<file path="config.mk">
export PLATFORM = sky130hd
export DESIGN_NAME = ro_word_reader_flat
export DESIGN_NICKNAME = d
export VERILOG_FILES = /design/src/rtl/ro_word_reader_if.sv /design/src/rtl/ro_word_reader.sv /design/src/flat_wrapper.sv
export SDC_FILE = /design/constraint.sdc
export NUM_CORES = 1
export LEC_CHECK = 0
export ABC_AREA = 1
export CORE_ASPECT_RATIO = 0.5
export CORE_MARGIN = 1.5
export CORE_UTILIZATION = 55
export CTS_CLUSTER_DIAMETER = 40
export DETAILED_ROUTE_END_ITERATION = 8
export PLACE_DENSITY = 0.85
export SLEW_MARGIN = 20
export SYNTH_ARGS = -nofsm -noshare
export SYNTH_HDL_FRONTEND = slang
export SYNTH_SLANG_ARGS = --single-unit
</file>
<file path="constraint.sdc">
create_clock -name clk -period 2.8 [get_ports clk]
set_input_delay 0.28 -clock clk [delete_from_list [all_inputs] [get_ports clk]]
set_output_delay 0.28 -clock clk [all_outputs]
set_load 0.02 [all_outputs]
</file>
<file path="src/rtl/ro_word_reader_if.sv">
// Byte-select link to the entropy buffer plus the valid/ready byte stream,
// grouped so the reader and its neighbours connect through one bundle.
interface ro_word_reader_if;
  logic [2:0] out_sel;
  logic [7:0] rng_byte;
  logic [7:0] m_data;
  logic       m_valid;
  logic       m_ready;

  modport master (
    output out_sel,
    output m_data,
    output m_valid,
    input  rng_byte,
    input  m_ready
  );

  modport slave (
    input  out_sel,
    input  m_data,
    input  m_valid,
    output rng_byte,
    output m_ready
  );
endinterface

</file>
<file path="src/rtl/ro_word_reader.sv">
// Harvests 64-bit words from the ring-oscillator entropy buffer, health-checks
// each one and streams passing words out as bytes, LSB byte first.
module ro_word_reader #(
  parameter int unsigned REFRESH_CYCLES = 64
) (
  input  logic                    clk,
  input  logic                    rst_n,
  input  logic                    enable,
  ro_word_reader_if.master        bus,
  output logic                    health_fail,
  output logic [15:0]             word_count
);

  typedef enum logic [2:0] {
    IDLE, WAIT, FETCH, CAPTURE, CHECK, SEND
  } state_t;

  localparam logic [15:0] REFRESH_LAST = 16'(REFRESH_CYCLES - 1);

  state_t      state_q, state_d;
  logic [15:0] cnt_q, cnt_d;
  logic [2:0]  out_sel_q, out_sel_d;
  logic [2:0]  sel_prev_q;
  logic [63:0] word_q, word_d;
  logic [63:0] prev_word_q, prev_word_d;
  logic        prev_valid_q, prev_valid_d;
  logic [2:0]  byte_idx_q, byte_idx_d;
  logic [2:0]  byte_nxt;
  logic [7:0]  m_data_q, m_data_d;
  logic        m_valid_q, m_valid_d;
  logic        health_fail_q, health_fail_d;
  logic [15:0] word_count_q, word_count_d;
  logic        word_bad;

  assign bus.out_sel  = out_sel_q;
  assign bus.m_data   = m_data_q;
  assign bus.m_valid  = m_valid_q;
  assign health_fail  = health_fail_q;
  assign word_count   = word_count_q;

  assign word_bad = (word_q == '0) || (word_q == '1) ||
                    (prev_valid_q && (word_q == prev_word_q));
  assign byte_nxt = byte_idx_q + 3'd1;

  always_comb begin
    state_d       = state_q;
    cnt_d         = '0;
    out_sel_d     = '0;
    word_d        = word_q;
    prev_word_d   = prev_word_q;
    prev_valid_d  = prev_valid_q;
    byte_idx_d    = byte_idx_q;
    m_data_d      = m_data_q;
    m_valid_d     = m_valid_q;
    health_fail_d = health_fail_q;
    word_count_d  = word_count_q;

    // The buffer answers one cycle late, so store under the select issued last cycle.
    if (((state_q == FETCH) && (out_sel_q != '0)) || (state_q == CAPTURE))
      word_d[{sel_prev_q, 3'b000} +: 8] = bus.rng_byte;

    case (state_q)
      IDLE: begin
        if (enable) state_d = WAIT;
      end
      WAIT: begin
        if (cnt_q == REFRESH_LAST) state_d = FETCH;
        else                       cnt_d   = cnt_q + 16'd1;
      end
      FETCH: begin
        if (out_sel_q == 3'd7) state_d   = CAPTURE;
        else                   out_sel_d = out_sel_q + 3'd1;
      end
      CAPTURE: state_d = CHECK;
      CHECK: begin
        prev_word_d  = word_q;
        prev_valid_d = 1'b1;
        if (word_bad) begin
          health_fail_d = 1'b1;
          state_d       = enable ? WAIT : IDLE;
        end else begin
          state_d    = SEND;
          byte_idx_d = '0;
          m_data_d   = word_q[7:0];
          m_valid_d  = 1'b1;
        end
      end
      SEND: begin
        if (m_valid_q && bus.m_ready) begin
          if (byte_idx_q == 3'd7) begin
            m_valid_d    = 1'b0;
            word_count_d = word_count_q + 16'd1;
            state_d      = enable ? WAIT : IDLE;
          end else begin
            byte_idx_d = byte_nxt;
            m_data_d   = word_q[{byte_nxt, 3'b000} +: 8];
          end
        end
      end
      default: state_d = IDLE;
    endcase
  end

  always_ff @(posedge clk) begin
    if (!rst_n) begin
      state_q       <= IDLE;
      cnt_q         <= '0;
      out_sel_q     <= '0;
      sel_prev_q    <= '0;
      word_q        <= '0;
      prev_word_q   <= '0;
      prev_valid_q  <= 1'b0;
      byte_idx_q    <= '0;
      m_data_q      <= '0;
      m_valid_q     <= 1'b0;
      health_fail_q <= 1'b0;
      word_count_q  <= '0;
    end else begin
      state_q       <= state_d;
      cnt_q         <= cnt_d;
      out_sel_q     <= out_sel_d;
      sel_prev_q    <= out_sel_q;
      word_q        <= word_d;
      prev_word_q   <= prev_word_d;
      prev_valid_q  <= prev_valid_d;
      byte_idx_q    <= byte_idx_d;
      m_data_q      <= m_data_d;
      m_valid_q     <= m_valid_d;
      health_fail_q <= health_fail_d;
      word_count_q  <= word_count_d;
    end
  end

endmodule

</file>
<file path="src/flat_wrapper.sv">
// flat-port wrapper written by rule: the top's interface ports become plain ports
module ro_word_reader_flat 
#(
  parameter int unsigned REFRESH_CYCLES = 64
)
  (clk, rst_n, enable, health_fail, word_count, bus_out_sel, bus_m_data, bus_m_valid, bus_rng_byte, bus_m_ready);
  ro_word_reader_if bus_i ();
  input  logic clk;
  input  logic rst_n;
  input  logic enable;
  output logic health_fail;
  output logic [15:0] word_count;
  output wire logic [$bits(bus_i.out_sel)-1:0] bus_out_sel;
  output wire logic [$bits(bus_i.m_data)-1:0] bus_m_data;
  output wire logic [$bits(bus_i.m_valid)-1:0] bus_m_valid;
  input wire logic [$bits(bus_i.rng_byte)-1:0] bus_rng_byte;
  input wire logic [$bits(bus_i.m_ready)-1:0] bus_m_ready;
  assign bus_out_sel = bus_i.out_sel;
  assign bus_m_data = bus_i.m_data;
  assign bus_m_valid = bus_i.m_valid;
  assign bus_i.rng_byte = bus_rng_byte;
  assign bus_i.m_ready = bus_m_ready;
  ro_word_reader #(.REFRESH_CYCLES(REFRESH_CYCLES)) u_core (.clk(clk), .rst_n(rst_n), .enable(enable), .bus(bus_i), .health_fail(health_fail), .word_count(word_count));
endmodule
</file>
==> summary.txt <==
Synthesis
  – Post-synth EDFFs: 0
  – Syn_area_per_cell: 6.96 um^2
  – Synth unique cells: 41
  – Sequential share of the synthesized area: 41.2%
  – Synth Instances: 1,277
  – Post-synthesis cell area: 8890 um^2
  – Synth Warn #: 0
  – Post-Synthesis Net Count: 1,298
  – Most used DFF post-synth: dfxtp_1
  – Async set-reset flop share out of synthesis: 0%
  – Synthesis-stage register bit count: 183

Placement
  – Placer Congestion: 0.939
  – PortBufs: 40
  – HPWL Detailed: 17,300 um

Timing
  – Max Clock Skew: 0.0146 ns
  – Max Freq: 394 MHz
  – Slew HR: 54.9%
  – Fin crit share: 90.7%
  – Worst slew pin tran: 0.675 ns
  – Final setup violation count: 0
  – Count of final max-slew check failures: 0
  – RSZ-0062 raised after global routing: no
  – Crit path time final: 2.54 ns
  – Fin. Hold Viols: 0
  – Setup Total Neg Slack: 0 ns

Clock tree
  – Skew-Pair Late Insertion Delay: 0.43 ns
  – Reg clk slew, reported paths: 0.08 ns
  – Clock Path Buffers: 2
  – Post-CTS Setup Repair Bufs: 0
  – Hold Buf Count CTS: 0
  – Clock sink total: 183
  – # resized after CTS: 0
  – Inserted Clock Buffers: 17
  – CTS root buffer: clkbuf_16
  – H-tree Lvls: 4
  – CTS tree: built

Setup path
  – Crit path max fanout: 16
  – Arrival @ worst endpoint: 2.83 ns
  – CP endpoint kind: flip-flop
  – Data required time at the worst endpoint: 3.09 ns
  – CP Class: flip-flop to flip-flop
  – Startpoint Class: flip-flop

Routing
  – DR DRC count: 0
  – DR vias/cell: 5.76
  – Number of detailed-route iterations in the first pass: 7
  – DRT Wirelength: 24,700 um
  – 1st-iter DRT viols: 1,024
  – Final ANT Viol Nets: 0
  – Vias: 8,716
  – Drt wl/cell: 16.3 um

Power and ir drop
  – Leakage dissipation: 3.79 nW
  – VDD IR max: 0.000374 V
  – Cell Int Power: 0.00457 W
  – Clk network pwr share: 35.4%
  – Flop pwr share: 43.0%
  – PwrDens: 684 nW/um^2
  – Sw frac: 33.0%
  – Net switching power: 0.00226 W
  – Combinational fraction of design power: 21.6%

GRT
  – Initial antenna violation count: 0
  – Busiest layer in global routing: met2
  – All-Layer GR Usage: 30.2%
  – Met3 usage in global routing: 6.37%
  – Met2 track demand over resource: 46.7%
  – Vias in the first global route: 8,003
  – Gr ovfl total: 0
  – Met1 global-route usage: 42.3%
  – Pin count of the biggest net entering global routing: 77
  – First-pass GRT wire length: 40,200 um

Floorplanning
  – Chip height: 92.9 um
  – Initial Util: 56.9%
  – DIE WIDTH: 183 um
  – # IOs: 41
  – Cell Rows: 32
  – DIE AREA: 17,000 um^2
  – Core outline area: 15,600 um^2

Layout
  – Area Overhead vs Synth: 12.3%
  – Layout cells sized above 1: 5.81%
  – Utilization after layout: 63.9%
  – # nets final: 1,317
  – Diode count: 0

Flow run
  – Max cap viols: 0

Min path
  – Hold/Removal Path Class: input port to flip-flop

Status
  – Status: complete, no violations
## power by group through the flow
stage	Clock, W	Sequential, W	Combinational, W
after floorplan	0	0.00298	0.00103
after global placement	0	0.00298	0.00138
after detailed placement	0	0.00299	0.00142
after CTS	0.00242	0.00293	0.00144
after global routing	0.00254	0.00296	0.00163
final	0.00242	0.00294	0.00147
## cells in the final DEF (no fill, tap or decap), drive strengths merged
cell type and count:
nor4 2, clkinv 3, buf 16, nand2 207, bufinv 1, o22ai 2, o21a 2, nor2 136
clkdlybuf4s50 39, xnor2 18, nor3 17, nand3 31, dfxtp 183, ha 9, clkinvlp 5, nor3b 6
xor2 2, nand3b 2, clkbuf 19, a211oi 19, a221oi 4, a31oi 5, a21oi 191, inv 180
o21ai 164, nand4 42, or2 4
## synthesized netlist by cell type, types with 5 or more instances
cell type | instances | area share [%]
a211oi_1 | 17 | 1.4
a21oi_1 | 191 | 11
a31oi_1 | 5 | 0.35
buf_2 | 12 | 0.68
clkbuf_1 | 36 | 1.5
dfxtp_1 | 183 | 41
ha_1 | 9 | 1.3
inv_1 | 172 | 7.3
nand2_1 | 205 | 8.7
nand3_1 | 27 | 1.5
nand4_1 | 41 | 2.9
nor2_1 | 126 | 5.3
nor2_2 | 7 | 0.49
nor3_1 | 16 | 0.90
o21ai_0 | 161 | 9.1
xnor2_1 | 18 | 1.8
## critical path, stage by stage, from the launching register on
cell and delay, ns:
dfxtp_1 0.43, inv_1 0.12, ha_1 0.23, ha_1 0.42, inv_1 0.16, nor3_1 0.21
nand3_1 0.40, o21ai_0 0.34, a21oi_1 0.10
## final timing paths
check                        from                     end  slack, ns  depth (start not counted)
min reg2reg       u_core.cnt_q[0]         u_core.cnt_q[0]       0.46                          1
max reg2reg  u_core.sel_prev_q[0]       u_core.word_q[33]       0.26                          8
min                         rst_n  u_core.prev_word_q[30]       0.20                          3
max          u_core.sel_prev_q[0]       u_core.word_q[33]       0.26                          8
## state kept, by name, indices dropped and copies added (netlist names)
| name | cells |
|---|---|
| u_core.bus.out_sel | 3 |
| u_core.sel_prev_q | 3 |
| u_core.word_q | 64 |
| u_core.word_count | 16 |
| u_core.bus.m_data | 8 |
| u_core.prev_valid_q | 1 |
| u_core.byte_idx_q | 3 |
| u_core.cnt_q | 16 |
| u_core.state_q | 3 |
| u_core.prev_word_q | 64 |
| u_core.bus.m_valid | 1 |
| u_core.health_fail | 1 |
## area by class of cell
cell class	count	area, um^2
Clock inverter	13	136
Tap cell	204	255
Clock buffer	19	443
Multi-Input combinational cell	863	4320
Timing Repair Buffer	55	510
Fill cell	1332	5630
Sequential cell	183	3660
Inverter	176	661
## cells by family (layout without fill, tap and decap cells)
group / after synthesis / in the layout / synth area share (%)
buf+inv: 231 / 263 / 10.3
compound gates: 387 / 387 / 22.8
simple gates: 447 / 447 / 22.5
flops: 183 / 183 / 41.2
fa+ha+maj: 9 / 9 / 1.27
xor+xnor: 20 / 20 / 1.97
## per-layer routing
layer,wire length [um],vias up
li1,-,4266
met1,11400,4021
met2,10700,394
met3,2350,35
met4,343,0
met5,0,-
## stage by stage
| stage | hold WS, ns | total power, W | instances | setup slack (ns) | instance area (um^2) |
|---|---|---|---|---|---|
| detailed placement | 0.441 | 0.00441 | 1481 | 0.394 | 9410 |
| finish | 0.197 | 0.00683 | 1513 | 0.261 | 9980 |
| CTS | 0.186 | 0.00679 | 1513 | 0.367 | 9980 |
| global placement | 0.428 | 0.00436 | 1481 | 0.507 | 9410 |
| global route | 0.211 | 0.00712 | 1513 | 0.0665 | 9980 |
| floorplan | 0.418 | 0.00401 | 1277 | 0.771 | 8890 |
Note: power is estimated with default switching activity, not from simulation.
